File: src/rtl/exec_pkg.sv
// Shared decode types for the issue stage and the ALU: instruction layout and issue FSM states.
package exec_pkg;

  localparam int INSTR_W = 16;
  localparam int FT_W    = 2;
  localparam int FC_W    = 2;
  localparam int RF_AW   = 4;

  typedef struct packed {
    logic [FT_W-1:0]  funtype;
    logic [FC_W-1:0]  funcode;
    logic [RF_AW-1:0] rd;
    logic [RF_AW-1:0] rs1;
    logic [RF_AW-1:0] rs2;
  } instr_t;

  typedef enum logic [1:0] {
    EMPTY = 2'd0,
    HOLD  = 2'd1,
    STALL = 2'd2
  } issue_state_e;

endpackage

File: src/rtl/issue_scoreboard.sv
// Per-register busy vector: set on issue of rd, cleared on writeback (set wins on collision).
module issue_scoreboard #(
  parameter int REG_AW = 4
) (
  input  logic              clk,
  input  logic              rst_n,
  input  logic              set_en,
  input  logic [REG_AW-1:0] set_addr,
  input  logic              clr_en,
  input  logic [REG_AW-1:0] clr_addr,
  input  logic [REG_AW-1:0] lk_a,
  input  logic [REG_AW-1:0] lk_b,
  input  logic [REG_AW-1:0] lk_c,
  output logic              busy_a,
  output logic              busy_b,
  output logic              busy_c
);

  localparam int NREG = 1 << REG_AW;

  logic [NREG-1:0] busy_p1;
  logic [NREG-1:0] busy_nxt;

  always_comb begin
    busy_nxt = busy_p1;
    if (clr_en) busy_nxt[clr_addr] = 1'b0;
    if (set_en) busy_nxt[set_addr] = 1'b1;
  end

  always_ff @(posedge clk or negedge rst_n) begin
    if (!rst_n) busy_p1 <= '0;
    else        busy_p1 <= busy_nxt;
  end

  assign busy_a = busy_p1[lk_a];
  assign busy_b = busy_p1[lk_b];
  assign busy_c = busy_p1[lk_c];

endmodule

File: src/rtl/exec_issue_stage.sv
// Decode/issue stage: reads rs1/rs2/rd, blocks on scoreboard hazards, hands one op per cycle to the ALU.
// Optional ISSUE_FWD_EN: writeback data bypasses the regfile and the scoreboard in the writeback cycle.
module exec_issue_stage
  import exec_pkg::*;
#(
  parameter int DATA_W  = 6,
  parameter int REG_AW  = 4,
  parameter int CACHE_W = 16
) (
  input  logic               clk,
  input  logic               rst_n,
  input  logic               in_valid,
  output logic               in_ready,
  input  logic [INSTR_W-1:0] in_instr,
  input  logic [CACHE_W-1:0] in_cache,
  output logic [REG_AW-1:0]  rs1_addr,
  output logic [REG_AW-1:0]  rs2_addr,
  output logic [REG_AW-1:0]  rd_addr,
  input  logic [DATA_W-1:0]  rs1_data,
  input  logic [DATA_W-1:0]  rs2_data,
  input  logic [DATA_W-1:0]  rd_data,
  input  logic               wb_valid,
  input  logic [REG_AW-1:0]  wb_addr,
  input  logic [DATA_W-1:0]  wb_data,
  output logic               out_valid,
  input  logic               out_ready,
  output logic [DATA_W-1:0]  opa,
  output logic [DATA_W-1:0]  opb,
  output logic [DATA_W-1:0]  kernel_reg,
  output logic [CACHE_W-1:0] cache,
  output logic [FT_W-1:0]    funtype,
  output logic [FC_W-1:0]    funcode,
  output logic [REG_AW-1:0]  out_rd
);

  instr_t ins_p0;
  assign ins_p0   = instr_t'(in_instr);
  assign rs1_addr = ins_p0.rs1;
  assign rs2_addr = ins_p0.rs2;
  assign rd_addr  = ins_p0.rd;

  logic busy_rs1, busy_rs2, busy_rd;
  logic fwd_rs1, fwd_rs2, fwd_rd;
  logic [DATA_W-1:0] a_p0, b_p0, k_p0;

`ifdef ISSUE_FWD_EN
  assign fwd_rs1 = wb_valid && (wb_addr == ins_p0.rs1);
  assign fwd_rs2 = wb_valid && (wb_addr == ins_p0.rs2);
  assign fwd_rd  = wb_valid && (wb_addr == ins_p0.rd);
  assign a_p0    = fwd_rs1 ? wb_data : rs1_data;
  assign b_p0    = fwd_rs2 ? wb_data : rs2_data;
  assign k_p0    = fwd_rd  ? wb_data : rd_data;
`else
  logic unused_wb_data;
  assign unused_wb_data = ^wb_data;
  assign fwd_rs1 = 1'b0;
  assign fwd_rs2 = 1'b0;
  assign fwd_rd  = 1'b0;
  assign a_p0    = rs1_data;
  assign b_p0    = rs2_data;
  assign k_p0    = rd_data;
`endif

  logic hazard, accept, vld_p1;
  issue_state_e state, state_nxt;

  assign hazard   = (busy_rs1 & ~fwd_rs1) | (busy_rs2 & ~fwd_rs2) | (busy_rd & ~fwd_rd);
  assign vld_p1   = (state == HOLD);
  assign in_ready = ~hazard & (~vld_p1 | out_ready);
  assign accept   = in_valid & in_ready;

  issue_scoreboard #(.REG_AW(REG_AW)) u_sb (
    .clk      (clk),
    .rst_n    (rst_n),
    .set_en   (accept),
    .set_addr (ins_p0.rd),
    .clr_en   (wb_valid),
    .clr_addr (wb_addr),
    .lk_a     (ins_p0.rs1),
    .lk_b     (ins_p0.rs2),
    .lk_c     (ins_p0.rd),
    .busy_a   (busy_rs1),
    .busy_b   (busy_rs2),
    .busy_c   (busy_rd)
  );

  always_comb begin
    state_nxt = state;
    unique case (state)
      EMPTY: begin
        if (accept)                  state_nxt = HOLD;
        else if (in_valid && hazard) state_nxt = STALL;
      end
      HOLD: begin
        if (accept)                               state_nxt = HOLD;
        else if (out_ready && in_valid && hazard) state_nxt = STALL;
        else if (out_ready)                       state_nxt = EMPTY;
      end
      STALL: begin
        if (accept)         state_nxt = HOLD;
        else if (!in_valid) state_nxt = EMPTY;
      end
      default: state_nxt = EMPTY;
    endcase
  end

  always_ff @(posedge clk or negedge rst_n) begin
    if (!rst_n) state <= EMPTY;
    else        state <= state_nxt;
  end

  // Stage p0 -> p1: operand/control registers feeding the ALU
  logic [DATA_W-1:0]  opa_p1, opb_p1, kreg_p1;
  logic [CACHE_W-1:0] cache_p1;
  logic [FT_W-1:0]    ft_p1;
  logic [FC_W-1:0]    fc_p1;
  logic [REG_AW-1:0]  rd_p1;

  always_ff @(posedge clk or negedge rst_n) begin
    if (!rst_n) begin
      opa_p1   <= '0;
      opb_p1   <= '0;
      kreg_p1  <= '0;
      cache_p1 <= '0;
      ft_p1    <= '0;
      fc_p1    <= '0;
      rd_p1    <= '0;
    end else if (accept) begin
      opa_p1   <= a_p0;
      opb_p1   <= b_p0;
      kreg_p1  <= k_p0;
      cache_p1 <= in_cache;
      ft_p1    <= ins_p0.funtype;
      fc_p1    <= ins_p0.funcode;
      rd_p1    <= ins_p0.rd;
    end
  end

  assign out_valid  = vld_p1;
  assign opa        = opa_p1;
  assign opb        = opb_p1;
  assign kernel_reg = kreg_p1;
  assign cache      = cache_p1;
  assign funtype    = ft_p1;
  assign funcode    = fc_p1;
  assign out_rd     = rd_p1;

endmodule

File: config.mk
export PLATFORM = sky130hd
export DESIGN_NAME = exec_issue_stage
export DESIGN_NICKNAME = d
export VERILOG_FILES = /design/src/rtl/exec_pkg.sv /design/src/rtl/issue_scoreboard.sv /design/src/rtl/exec_issue_stage.sv
export SDC_FILE = /design/constraint.sdc
export NUM_CORES = 1
export LEC_CHECK = 0
export CORE_ASPECT_RATIO = 2
export CORE_UTILIZATION = 47
export DETAILED_ROUTE_END_ITERATION = 7
export HOLD_SLACK_MARGIN = 0.1
export PLACE_DENSITY = 0.88
export SYNTH_ARGS = -nofsm -noshare
export SYNTH_HDL_FRONTEND = slang
export SYNTH_SLANG_ARGS = --single-unit
File: constraint.sdc
create_clock -name clk -period 4.09 [get_ports clk]
set_input_delay 0.6135 -clock clk [delete_from_list [all_inputs] [get_ports clk]]
set_output_delay 0.6135 -clock clk [all_outputs]
set_load 0.05 [all_outputs]
==> metrics <==
synth-to-layout area growth=45.3%; pre-CTS setup slack=between 500 and 600 ps; register share of total power=26.3%; initial antenna violation count=0; slack of the critical path=653 ps; post-CTS setup buffer count=0; Max Clock Skew=6.32 ps; Slowest-stage cell, CP=clkdlybuf4s50_1; mean area per synthesized cell=14.7 um^2; width of the die=59.6 um; final WL=8410 um; Slew headroom=between 60% and 70%; DR vias=2277; Yosys cell types=32; crit path capture type=primary output; Diodes inserted=0; remaining antenna violation count after routing=0; NumNets Final=387; Leak=1.90 nW; slew at the pin closest to its max-slew limit=549 ps; largest net degree at the start of global routing=39; share of post-route cells with drive strength above 1=24.3%; crit share post-route=84.0%; Cell Int Power=2.46 mW; share of the synthesized area in the top cell type=between 40% and 50%; crit path buf inv count=2; clock network power share=17.3%; Sink Count=60; hold buffer count at cts=0; flip-flop and latch area=0.00150 mm^2; Crit path depth=7; core area=about 0.0064 mm^2; height of the die=117 um; crit-path cells=clkdlybuf4s50_1 -> mux4_1 -> mux2_2 -> mux2i_4 -> nand3_2 -> nor2_1 -> buf_12; CTS root buffer=clkbuf_16; Reg2Reg Depth=6; largest delay contributor family on the critical path=multiplexers; global-route wire length before repair=12700 um; sequential fraction of the synthesis area=48.1%; slowest cell delay on critical path=620 ps; TritonRoute pass-1 iters=4; mapped cell area=a little over 0.003 mm^2; port bufs=114; Psw=1.82 mW; DP Wirelength=a little under 6000 um; Max Clk Rate=291 MHz; DR iter-0 viols=133; I/O pin count=about 120; Yosys top cell by area=dfrtp_1; GRT overflow=0; placed insts=397; syn_nets=~280; largest cells by area after synthesis=dfrtp_1, mux2_4, mux4_2; die area=0.00699 mm^2; Cells after Synth=212; status=complete, no violations; Cell Count, Final, Fillers Out=411; highest ir drop seen on vdd=roughly 620 uV; row cnt=41; dpl cell area=0.00424 mm^2; Skew-Pair Late Insertion Delay=330 ps; Crit path arrival time=2820 ps; all-layer global routing usage=25.7%; DR vias/cell=5.54; Req. time, crit path=3480 ps; H-tree depth=3; Syn. warnings=0; number of global-route vias before repair=about 2400; commonest non-fill, non-tap cell in the layout=clkdlybuf4s50_1; class of the tightest hold or removal check=input pin to async pin; kind of critical path=input pin to primary output; detailed-route DRC error count=0; Seq cells post-synth=60; total CTS buffers=9; Final Hold Violating Endpoints=0; RePlAce Congestion=0.872; max-cap viol count=0; unrepaired setup endpoints after global routing=no; Routed WL per cell=20.5 um; PwrDens=946 mW/mm^2; clock buffer depth=2; Finished Core Util=71.2%; Min Clock Period, post-route=3440 ps; sw frac=42.5%; Initial Util=49.0%; Final Cell Area=0.00453 mm^2; Startpoint Class=input pin; Post-CTS Resized=0; Slew Limit Fails=0; most frequent cells in the layout=clkdlybuf4s50_1, dfrtp_1, mux2_4, o21ai_0, clkbuf_16; worst-path fanout max=5; R2R setup slack=approximately 1400 ps; Fill cells=434; Final setup viols=0; setup TNS=0 ps; clock slew at reported path FFs=approximately 50 ps; CTS tree=done; power share of the combinational group=a little under three fifths; area taken by multi-input logic gates=0.00141 mm^2
-- Yosys cell counts, drive strengths merged --
| master | n |
|---|---|
| nand2b | 5 |
| nand4b | 2 |
| buf | 20 |
| and4 | 1 |
| o21ai | 21 |
| nand3 | 4 |
| mux4 | 12 |
| dfrtp | 60 |
| and3 | 2 |
| or4 | 1 |
| mux2i | 3 |
| o41ai | 5 |
| a21oi | 1 |
| nor2 | 3 |
| o31ai | 8 |
| nand3b | 2 |
| nor2b | 4 |
| or3b | 1 |
| mux2 | 45 |
| nand2 | 7 |
| clkbuf | 1 |
| a22oi | 1 |
| inv | 1 |
| or2 | 1 |
| a221oi | 1 |
-- final timing paths --
path | end | from
setup / recovery | in_ready | in_instr[4]
hold / removal | cache[12] | rst_n
setup reg to reg | kernel_reg[5] | u_sb.busy_p1[14]
hold reg to reg | cache[8] | cache[8]
max in group asynchronous | out_rd[0] | rst_n
min in group clk | cache[8] | cache[8]
-- logic make-up (layout without fill, tap and decap cells) --
logic type | count (synthesis) | count (layout) | synth area share [%]
AO/OA/AOI/OAI | 37 | 37 | 7.38
flip-flops | 60 | 60 | 48.1
multiplexers | 60 | 60 | 31.6
AND/OR/NAND/NOR | 33 | 33 | 6.26
buffers and inverters | 22 | 135 | 6.66
-- power groups by stage --
stage / sequential (mW) / clock [mW] / combinational, mW
floorplan: 1.82 / 0 / 0.980
global placement: 1.08 / 0 / 2.36
detailed placement: 1.11 / 0 / 2.39
CTS: 1.12 / 0.754 / 2.43
global route: 1.16 / 0.786 / 2.52
finish: 1.13 / 0.741 / 2.42
-- layer usage --
layer / share of wire (%) / vias to the layer above / wire (um) / global-route usage [%]
met3: 6.4 / 25 / 535 / 6.04
met1: 35 / 1126 / 2970 / 28.9
met4: 3.7 / 0 / 312 / 13.3
met2: 55 / 115 / 4590 / 44.3
met5: 0 / - / 0 / 0
li1: - / 1011 / - / -
-- cell type report --
cell class              instances  share of cell area, %
multi-input cells             130                   31.1
flip-flops and latches         60                   33.1
repair buffers                120                   26.8
clock inverters                 2                  0.773
well taps                      86                   2.37
clock buffers                  12                   5.66
inverters                       1                 0.0828
-- worst reg2reg max path: stages, from the launching register on --
cell and delay (ps):
dfrtp_1 420, mux4_1 530, mux2_2 310, mux2i_4 160, and4_2 540, buf_12 250
mux2_4 330
-- stage by stage --
stage	hold WS (ps)	total power, mW
final	250	4.29
after global routing	287	4.46
after CTS	264	4.30
after detailed placement	495	3.51
after global placement	490	3.44
after floorplan	318	2.80
No activity file was read; power rests on OpenSTA's default activity.
==> RTL edit, RTL diff (config.mk and constraints unchanged) <==
Re-encode `issue_state_e` (3 states) as one-hot, 3 bits wide.
--- a/src/rtl/exec_pkg.sv
+++ b/src/rtl/exec_pkg.sv
@@ -14,10 +14,10 @@
     logic [RF_AW-1:0] rs2;
   } instr_t;
 
-  typedef enum logic [1:0] {
-    EMPTY = 2'd0,
-    HOLD  = 2'd1,
-    STALL = 2'd2
+  typedef enum logic [2:0] {
+    EMPTY = 3'b001,
+    HOLD  = 3'b010,
+    STALL = 3'b100
   } issue_state_e;
 
 endpackage
Formal check against the unedited RTL: no difference found for any inputs over 4 cycles, from zero or initial values and one cycle with rst_n low; so few cycles prove little.
==> RTL edit against the unedited design <==
- count of clock-buffer cells in the layout unchanged
- synthesized area increased by 0.96%
- critical path type unchanged
- worst setup slack got worse by 39 ps
- final area increased by 0.66%
- global-route usage increased by 1.7 points
- power decreased by 1.1%
- sequential cell count increased by 1
- routed wire length increased by 5.5%
==> RTL edit: results <==
export IMPL_placed_cell_area_um2=4280
export IMPL_syn_num_nets=287
export IMPL_wl_per_cell_um=21.1
export IMPL_cp_max_fo=10
export IMPL_synth_cells=222
export IMPL_rr_startpoint="u_sb.busy_p1[2]"
export IMPL_grt_pass1_wl_um=13800
export IMPL_pwr_share_comb=0.566
export IMPL_nets=394
export IMPL_firstDrtPassIters=5
export IMPL_grt_max_degree=35
export IMPL_stdcell_count=420
export IMPL_power_mw=4.24
export IMPL_place_hpwl_um=6180
export IMPL_grt_use_total=0.274
export IMPL_irDropWorstVdd_mv=0.517
export IMPL_p_leak_nw=1.98
export IMPL_ys_seq_area_frac=0.485
export IMPL_status="finished, final reports clean"
export IMPL_tightest_slew_ps=634
export IMPL_r2r_end="cache[5]"
export IMPL_synth_top_cells_by_area="dfrtp_1 (48%), mux2_4 (19%), mux4_2 (8.6%)"
export IMPL_drt_iter0_drc=180
export IMPL_n_fill_cell=420
export IMPL_synth_cell_types=33
[RTL edit: worst min path at each step]
stage,end,cells after the start
2_1_floorplan,cache[0],0
3_3_place_gp,cache[7],1
3_5_place_dp,cache[7],1
4_1_cts,out_rd[2],1
5_1_grt,out_rd[2],1
6_report,out_rd[2],1
[RTL edit: worst max-delay path, cell delays in order]
cell and delay (ps):
clkdlybuf4s50_1 810, mux4_2 570, a22oi_1 200, and3_2 270
nand4_2 140, inv_1 120, buf_12 140
[RTL edit: per-layer routing]
| metal | routed length [µm] | vias up | track usage |
|---|---|---|---|
| li1 | - | 1036 | - |
| met1 | 2910 | 1169 | 0.280 |
| met2 | 4920 | 158 | 0.483 |
| met3 | 657 | 37 | 0.0802 |
| met4 | 383 | 0 | 0.126 |
| met5 | 0 | - | 0 |
[RTL edit: logic make-up after synthesis]
family | count (synthesis) | synth area share
AO/OA/AOI/OAI | 41 | 0.0878
AND/OR/NAND/NOR | 34 | 0.0671
buffers and inverters | 26 | 0.0564
flip-flops | 61 | 0.485
multiplexers | 60 | 0.304
[RTL edit: layout make-up]
| type | count | area [µm²] | share of cell area |
|---|---|---|---|
| Sequential cell | 61 | 1530 | 0.335 |
| Timing Repair Buffer | 118 | 1190 | 0.261 |
| Clock inverter | 4 | 22.5 | 0.00494 |
| Clock buffer | 12 | 256 | 0.0562 |
| Tap cell | 86 | 108 | 0.0236 |
| Inverter | 4 | 15.0 | 0.00329 |
| Multi-Input combinational cell | 135 | 1440 | 0.317 |
[RTL edit: metrics by stage]
stage	hold slack, ps	setup WS, ps
floorplan	318	1230
global placement	487	540
detailed placement	493	505
CTS	307	610
global route	339	519
finish	302	615
